<file path="config.mk">
export PLATFORM = sky130hd
export DESIGN_NAME = dsp_cmd_sequencer
export DESIGN_NICKNAME = d
export VERILOG_FILES = /design/src/rtl/dsp_seq_pkg.sv /design/src/rtl/dsp_seq_delay.sv /design/src/rtl/dsp_cmd_sequencer.sv
export SDC_FILE = /design/constraint.sdc
export NUM_CORES = 1
export LEC_CHECK = 0
export CELL_PAD_IN_SITES_DETAIL_PLACEMENT = 1
export CELL_PAD_IN_SITES_GLOBAL_PLACEMENT = 1
export CORE_AREA = 2 2 181 183
export DETAILED_ROUTE_END_ITERATION = 10
export DIE_AREA = 0 0 183 185
export PLACE_DENSITY = 0.79
export SYNTH_ARGS = -nofsm -noshare
export SYNTH_HDL_FRONTEND = slang
export SYNTH_HIERARCHICAL = 1
export SYNTH_SLANG_ARGS = --single-unit
</file>
<file path="constraint.sdc">
create_clock -name clk -period 3.1 [get_ports clk]
set_clock_uncertainty 0.2 [all_clocks]
set_input_delay 0.31 -clock clk [delete_from_list [all_inputs] [get_ports clk]]
set_output_delay 0.31 -clock clk [all_outputs]
set_load 0.01 [all_outputs]
</file>
<file path="src/rtl/dsp_seq_pkg.sv">
`default_nettype none
// ============================================================================
// Package     : dsp_seq_pkg
// Description : Shared definitions for the DSP command sequencer: command
//               op encodings, DSP opmode constants, FSM state encoding and
//               the op-to-opmode mapping helper.
// Revision    : 1.0 - initial release
// ============================================================================
package dsp_seq_pkg;

    // Command op encodings as presented on cmd_op
    localparam logic [1:0] OP_MUL    = 2'd0;
    localparam logic [1:0] OP_MAC    = 2'd1;
    localparam logic [1:0] OP_PREMUL = 2'd2;
    localparam logic [1:0] OP_MULADD = 2'd3;

    // DSP opmode words; X select in [1:0], Z select in [3:2], pre-adder in [4]
    localparam logic [7:0] OPMODE_MUL    = 8'b0000_0001;  // P = A*B
    localparam logic [7:0] OPMODE_MAC    = 8'b0000_1001;  // P = P + A*B
    localparam logic [7:0] OPMODE_PREMUL = 8'b0001_0001;  // P = (D+B)*A
    localparam logic [7:0] OPMODE_MULADD = 8'b0000_1101;  // P = C + A*B
    localparam logic [7:0] OPMODE_BUBBLE = 8'b0000_1000;  // P = P (hold)

    // Post-adder subtract: Z - (X + CIN)
    localparam int unsigned OPMODE_SUB_BIT = 7;

    // Sequencer FSM encoding
    typedef enum logic [1:0] {
        ST_INIT  = 2'd0,
        ST_RUN   = 2'd1,
        ST_STALL = 2'd2
    } seq_state_e;

    // Translate a command op plus subtract flag into the DSP opmode word
    function automatic logic [7:0] op_to_opmode(input logic [1:0] op, input logic sub);
        logic [7:0] opm;
        case (op)
            OP_MUL:    opm = OPMODE_MUL;
            OP_MAC:    opm = OPMODE_MAC;
            OP_PREMUL: opm = OPMODE_PREMUL;
            default:   opm = OPMODE_MULADD;
        endcase
        opm[OPMODE_SUB_BIT] = sub;
        return opm;
    endfunction

endpackage
`default_nettype wire

</file>
<file path="src/rtl/dsp_seq_delay.sv">
`default_nettype none
// ============================================================================
// Module      : dsp_seq_delay
// Description : Width/depth parameterised shift register with a common
//               advance enable and synchronous clear. Used to align opmode/C
//               with the multiplier stage and to track valid/tag through the
//               DSP pipeline.
// Revision    : 1.0 - initial release
// ============================================================================
module dsp_seq_delay #(
    parameter int WIDTH = 1,
    parameter int DEPTH = 1
) (
    input  logic             clk,
    input  logic             rst,
    input  logic             en_i,
    input  logic [WIDTH-1:0] d_i,
    output logic [WIDTH-1:0] q_o
);

    logic [WIDTH-1:0] stage_q [DEPTH];

    // Shift one stage per enabled cycle; hold every stage when disabled
    always_ff @(posedge clk) begin
        if (rst) begin
            for (int i = 0; i < DEPTH; i++) begin
                stage_q[i] <= '0;
            end
        end else if (en_i) begin
            stage_q[0] <= d_i;
            for (int i = 1; i < DEPTH; i++) begin
                stage_q[i] <= stage_q[i-1];
            end
        end
    end

    assign q_o = stage_q[DEPTH-1];

endmodule
`default_nettype wire

</file>
<file path="src/rtl/dsp_cmd_sequencer.sv">
`default_nettype none
// ============================================================================
// Module      : dsp_cmd_sequencer
// Description : Command initiator for a DSP slice. Accepts MAC-style commands
//               over valid/ready, drives DSP data/opmode/CE/RST pins, tracks
//               pipeline latency with a valid/tag shift register and returns
//               results in order over valid/ready. Output backpressure
//               freezes the DSP through its clock enables.
// Options     : DSP_SEQ_STATS_EN adds saturating stat_results/stat_stalls.
// Revision    : 1.0 - initial release
// ============================================================================
module dsp_cmd_sequencer
    import dsp_seq_pkg::*;
#(
    parameter int LAT       = 3,
    parameter int ALIGN_DLY = 1,
    parameter int TAG_W     = 4
) (
    input  logic             clk,
    input  logic             RST,
    input  logic             cmd_valid,
    output logic             cmd_ready,
    input  logic [1:0]       cmd_op,
    input  logic             cmd_sub,
    input  logic [17:0]      cmd_a,
    input  logic [17:0]      cmd_b,
    input  logic [17:0]      cmd_d,
    input  logic [47:0]      cmd_c,
    input  logic [TAG_W-1:0] cmd_tag,
    output logic [17:0]      dsp_A,
    output logic [17:0]      dsp_B,
    output logic [17:0]      dsp_D,
    output logic [47:0]      dsp_C,
    output logic [7:0]       dsp_opmode,
    output logic             dsp_CARRYIN,
    output logic             dsp_CE,
    output logic             dsp_RST,
    input  logic [47:0]      dsp_P,
    input  logic             dsp_CARRYOUT,
    output logic             res_valid,
    input  logic             res_ready,
    output logic [47:0]      res_p,
    output logic             res_carry,
    output logic [TAG_W-1:0] res_tag
`ifdef DSP_SEQ_STATS_EN
   ,output logic [15:0]      stat_results,
    output logic [15:0]      stat_stalls
`endif
);

    localparam int PIPE_W  = TAG_W + 1;
    localparam int ALIGN_W = 8 + 48;

    seq_state_e       state_q;
    seq_state_e       cur_state;
    logic             stall;
    logic             pipe_en;
    logic             accept;
    logic             res_load;

    logic [17:0]      a_q;
    logic [17:0]      b_q;
    logic [17:0]      d_q;
    logic [47:0]      c_q;
    logic [7:0]       opm_q;
    logic             vld_q;
    logic [TAG_W-1:0] tag_q;

    logic [ALIGN_W-1:0] align_out;
    logic [PIPE_W-1:0]  pipe_out;

    logic             res_valid_q;
    logic [47:0]      res_p_q;
    logic             res_carry_q;
    logic [TAG_W-1:0] res_tag_q;

    // A held result that the consumer refuses freezes the whole datapath
    assign stall = res_valid_q & ~res_ready;

    // Effective state: RUN/STALL follow res_ready combinationally
    always_comb begin
        cur_state = ST_RUN;
        if (state_q == ST_INIT) begin
            cur_state = ST_INIT;
        end else if (stall) begin
            cur_state = ST_STALL;
        end
    end

    // One INIT cycle after reset, then follow run/stall each cycle
    always_ff @(posedge clk) begin
        if (RST) begin
            state_q <= ST_INIT;
        end else begin
            case (cur_state)
                ST_INIT:  state_q <= ST_RUN;
                ST_STALL: state_q <= ST_STALL;
                default:  state_q <= ST_RUN;
            endcase
        end
    end

    assign pipe_en     = (cur_state == ST_RUN);
    assign cmd_ready   = pipe_en;
    assign dsp_CE      = pipe_en;
    assign dsp_RST     = (state_q == ST_INIT);
    assign dsp_CARRYIN = 1'b0;
    assign accept      = cmd_valid & cmd_ready;

    // Launch stage: data pins hold across bubbles, opmode falls back to hold
    always_ff @(posedge clk) begin
        if (RST) begin
            a_q   <= '0;
            b_q   <= '0;
            d_q   <= '0;
            c_q   <= '0;
            opm_q <= '0;
            vld_q <= 1'b0;
            tag_q <= '0;
        end else if (pipe_en) begin
            vld_q <= accept;
            if (accept) begin
                a_q   <= cmd_a;
                b_q   <= cmd_b;
                d_q   <= cmd_d;
                c_q   <= cmd_c;
                tag_q <= cmd_tag;
                opm_q <= op_to_opmode(cmd_op, cmd_sub);
            end else begin
                opm_q <= OPMODE_BUBBLE;
            end
        end
    end

    assign dsp_A = a_q;
    assign dsp_B = b_q;
    assign dsp_D = d_q;

    // Opmode and C trail the operands so they meet M at the post-adder
    generate
        if (ALIGN_DLY > 0) begin : g_align_dly
            dsp_seq_delay #(
                .WIDTH (ALIGN_W),
                .DEPTH (ALIGN_DLY)
            ) u_align (
                .clk  (clk),
                .rst  (RST),
                .en_i (pipe_en),
                .d_i  ({opm_q, c_q}),
                .q_o  (align_out)
            );
        end else begin : g_align_none
            assign align_out = {opm_q, c_q};
        end
    endgenerate

    assign dsp_opmode = align_out[ALIGN_W-1 -: 8];
    assign dsp_C      = align_out[47:0];

    // Valid/tag ride alongside the DSP registers and emerge with P
    dsp_seq_delay #(
        .WIDTH (PIPE_W),
        .DEPTH (LAT)
    ) u_pipe (
        .clk  (clk),
        .rst  (RST),
        .en_i (pipe_en),
        .d_i  ({vld_q, tag_q}),
        .q_o  (pipe_out)
    );

    assign res_load = pipe_out[PIPE_W-1] & (~res_valid_q | res_ready);

    // Result holding register; a new capture may replace an accepted result
    always_ff @(posedge clk) begin
        if (RST) begin
            res_valid_q <= 1'b0;
            res_p_q     <= '0;
            res_carry_q <= 1'b0;
            res_tag_q   <= '0;
        end else if (res_load) begin
            res_valid_q <= 1'b1;
            res_p_q     <= dsp_P;
            res_carry_q <= dsp_CARRYOUT;
            res_tag_q   <= pipe_out[TAG_W-1:0];
        end else if (res_ready) begin
            res_valid_q <= 1'b0;
        end
    end

    assign res_valid = res_valid_q;
    assign res_p     = res_p_q;
    assign res_carry = res_carry_q;
    assign res_tag   = res_tag_q;

`ifdef DSP_SEQ_STATS_EN
    logic [15:0] stat_results_q;
    logic [15:0] stat_stalls_q;

    // Saturating counters of delivered results and frozen cycles
    always_ff @(posedge clk) begin
        if (RST) begin
            stat_results_q <= '0;
            stat_stalls_q  <= '0;
        end else begin
            if (res_valid_q && res_ready && (stat_results_q != 16'hFFFF)) begin
                stat_results_q <= stat_results_q + 16'd1;
            end
            if ((cur_state == ST_STALL) && (stat_stalls_q != 16'hFFFF)) begin
                stat_stalls_q <= stat_stalls_q + 16'd1;
            end
        end
    end

    assign stat_results = stat_results_q;
    assign stat_stalls  = stat_stalls_q;
`endif

endmodule
`default_nettype wire

</file>
==> Implementation_results.wiki <==
{| class="wikitable"
! Metric !! Value
|-
| Setup repair bufs after CTS || 0
|-
| Async set or reset register ratio after synthesis || 0%
|-
| Path class of the lowest-slack min-delay path || in2reg
|-
| Core Footprint || 32000 um2
|-
| Final setup TNS || 0 ps
|-
| Main flop type after synthesis || sky130_fd_sc_hd__dfxtp_1
|-
| Max clock buf depth || 3
|-
| Clock tree from TritonCTS || done
|-
| Floorplan row count || 66
|-
| Maximum operating frequency || 394 MHz
|-
| Final ANT Viol Nets || 0
|-
| Lkg Pwr || 5.16 nW
|-
| DP HPWL || 21400 um
|-
| Remaining DRCs || 0
|-
| Max-cap viol count || 0
|-
| Number of cells in the finished layout apart from fillers || 1634
|-
| Cell breakdown of the critical path || or2_4 -> inv_4 -> nor2_4 -> buf_4 -> clkdlybuf4s50_1
|-
| Routed via count divided by cell count || 5.39
|-
| Antenna violations before repair || 6
|-
| Number of unique standard cell types used by synthesis || 29
|-
| Number of hold-slack violations in the final timing report || 0
|-
| Clock-pin slew on the worst setup and hold paths || 60 ps
|-
| Initial core utilization || 30.6%
|-
| Number of port buffers || 328
|-
| Nets || 1361
|-
| Crit share post-route || 81.9%
|-
| Root buffer cell || sky130_fd_sc_hd__clkbuf_16
|-
| Synthesis Warnings || 6
|-
| Worst R2R Start || res_valid$_SDFFE_PP0P_
|-
| Die Y-Extent || 185 um
|-
| Mapped Avg Cell Area || 10.3 um2
|-
| Synthesized cell area || 9800 um2
|-
| Slew of the pin with the lowest slew margin || 1050 ps
|-
| Number of sinks handled by clock tree synthesis || 238
|-
| Vias in the first global route || 9075
|-
| Hold-fix buffers at CTS || 0
|-
| Number of enable-type register cells in the synthesized netlist || 71
|-
| Overall Global Routing Usage || 19.3%
|-
| Reg-to-reg slack, setup || 980 ps
|-
| Gates resized, CTS repair || 0
|-
| RSZ-0062 raised after global routing || false
|-
| Total congestion overflow after global routing || 0
|-
| Top Ports || 330
|-
| Sequential cell area fraction in the yosys report || 55.9%
|-
| CTS buffer count || 28
|-
| Number of instances in the placed design || 1577
|-
| Arr. time, crit path || 2030 ps
|-
| Power density over the cells || 562 nW/um2
|-
| Final RePlAce weighted congestion || 0.740
|-
| Global-route wire length before repair || 52200 um
|-
| Critical Path Fanout Max || 12
|-
| Slowest stage cell, crit path || sky130_fd_sc_hd__clkdlybuf4s50_1
|-
| Min cycle time layout || 2540 ps
|-
| Maximum level of the CTS H-tree || 1
|-
| Delay of the slowest cell on the worst path || 530 ps
|-
| Worst reg-to-reg path cell count || 4
|-
| Setup Crit Path Kind || reg2out
|-
| Wirelength per Cell || 21.1 um
|-
| Horizontal die dimension || 183 um
|-
| Maximum number of pins on one net before global-route repair || 126
|-
| Final setup violation count || 0
|-
| Commonest non-fill, non-tap cell in the layout || sky130_fd_sc_hd__clkdlybuf4s50_1
|-
| Violation count after the first detailed-routing iteration || 469
|-
| Count of state elements after synthesis || 238
|-
| Startpoint type of the worst setup path || flop
|-
| Critical Path Source || state_q[1]$_SDFF_PP0_
|-
| Sum of routed wire length over all layers || 34500 um
|-
| Worst-skew pair later-pin latency || 540 ps
|-
| Critical Path End || cmd_ready
|-
| Number of vias in the routed layout || 8801
|-
| Final Max Slew Viols || 0
|-
| Worst Setup End Kind || output pin
|-
| Max_slew headroom || 30.1%
|-
| Endpoint of the worst register-to-register path || dsp_D[1]$_SDFFE_PP0P_
|-
| Required time at the worst-slack endpoint || 2590 ps
|-
| Result of the run || completed
|-
| Most used cells in the layout excluding fill and tap cells || sky130_fd_sc_hd__clkdlybuf4s50_1 (326), sky130_fd_sc_hd__dfxtp_1 (167), sky130_fd_sc_hd__a21oi_1 (165)
|-
| Worst vdd rail ir drop || 453 uV
|-
| Synth-to-Final Area Change || 43.9%
|-
| Proportion of layout cells with a drive suffix above 1 || 8.85%
|-
| Floorplan die area || 33900 um2
|-
| Number of detailed-route iterations in the first pass || 4
|-
| Post-Synthesis Cells || 949
|}
## layout make-up
class                      instances  area [um2]
sequential                       238        5480
multi-input combinational        576        3620
tap                              408         510
inverter                           3        15.0
timing repair buffer             352        3520
fill                            3524       17900
clock buffer                      34         754
clock inverter                    18         188
antenna                            5        12.5
## cell usage after synthesis, types with 2 or more instances
cell	n	area share (%)
sky130_fd_sc_hd__clkbuf_1	81	3.1
sky130_fd_sc_hd__buf_1	3	0.11
sky130_fd_sc_hd__and3b_2	31	3.2
sky130_fd_sc_hd__nand2b_1	2	0.13
sky130_fd_sc_hd__nand3_1	54	2.8
sky130_fd_sc_hd__dfxtp_1	167	34
sky130_fd_sc_hd__buf_6	17	2.0
sky130_fd_sc_hd__o21ai_0	55	2.8
sky130_fd_sc_hd__and3b_1	40	3.6
sky130_fd_sc_hd__buf_2	19	0.97
sky130_fd_sc_hd__o31ai_1	106	8.1
sky130_fd_sc_hd__or2_1	3	0.19
sky130_fd_sc_hd__edfxtp_1	71	22
sky130_fd_sc_hd__buf_4	14	1.1
sky130_fd_sc_hd__nand4_1	108	6.9
sky130_fd_sc_hd__a21oi_1	165	8.4
## kinds of logic after synthesis
kind of cell	count (synthesis)	synth area share, %
AO/OA/AOI/OAI	329	19.6
AND/OR/NAND/NOR	243	17.0
other	1	0.0383
buffers and inverters	138	7.50
flip-flops	238	55.9
## worst min path at each step
| stage | startpoint | endpoint | slack, ps | depth (start not counted) |
|---|---|---|---|---|
| final | dsp_P[13] | res_p[13]$_SDFFE_PP0P_ | 130 | 3 |
| after global routing | cmd_d[10] | dsp_D[10]$_SDFFE_PP0P_ | 120 | 3 |
| after CTS | cmd_d[8] | dsp_D[8]$_SDFFE_PP0P_ | 110 | 3 |
| after detailed placement | c_q[22]$_SDFFE_PP0P_ | c_q[22]$_SDFFE_PP0P_ | 260 | 2 |
| after global placement | c_q[37]$_SDFFE_PP0P_ | c_q[37]$_SDFFE_PP0P_ | 250 | 2 |
| after floorplan | c_q[0]$_SDFFE_PP0P_ | c_q[0]$_SDFFE_PP0P_ | 240 | 2 |
## worst max-delay path, delay by kind of cell, from the launching register on
kind	cells	cell delay, ps
flip-flops	1	310
AND/OR/NAND/NOR	2	390
buffers and inverters	3	790
## per-stage QoR
stage               worst slack [ps]  instance area, um2  utilization, %  hold WS (ps)  total power, mW
finish                           561               14100            44.0           130             7.93
global route                     457               14100            44.0           119             8.24
CTS                              532               14100            44.0           108             8.02
detailed placement               655               13100            41.0           262             4.62
global placement                 701               13100            41.0           249             4.59
floorplan                        245                9810               -           244             4.01
## sequential cells by signal (all words and copies together) (netlist names)
name and flops:
opm_q 5, dsp_D 18, res_p 48, dsp_A 18
res_tag 4, tag_q 4, res_carry 1, u_pipe/stage_q 15
dsp_B 18, res_valid 1, c_q 48, state_q 2
g_align_dly.u_align/stage_q 56
## report_power, final
group,internal (mW),switching [mW]
Sequential,3.39,0.0744
Clock,2.05,1.33
Combinational,0.530,0.560
## metal layers
metal,part of all wire [%],GRT usage [%]
met3,6.2,4.99
met2,50,33.1
met1,40,22.8
met5,0.046,0
met4,3.5,8.32
(Power assumes the default switching activity.)
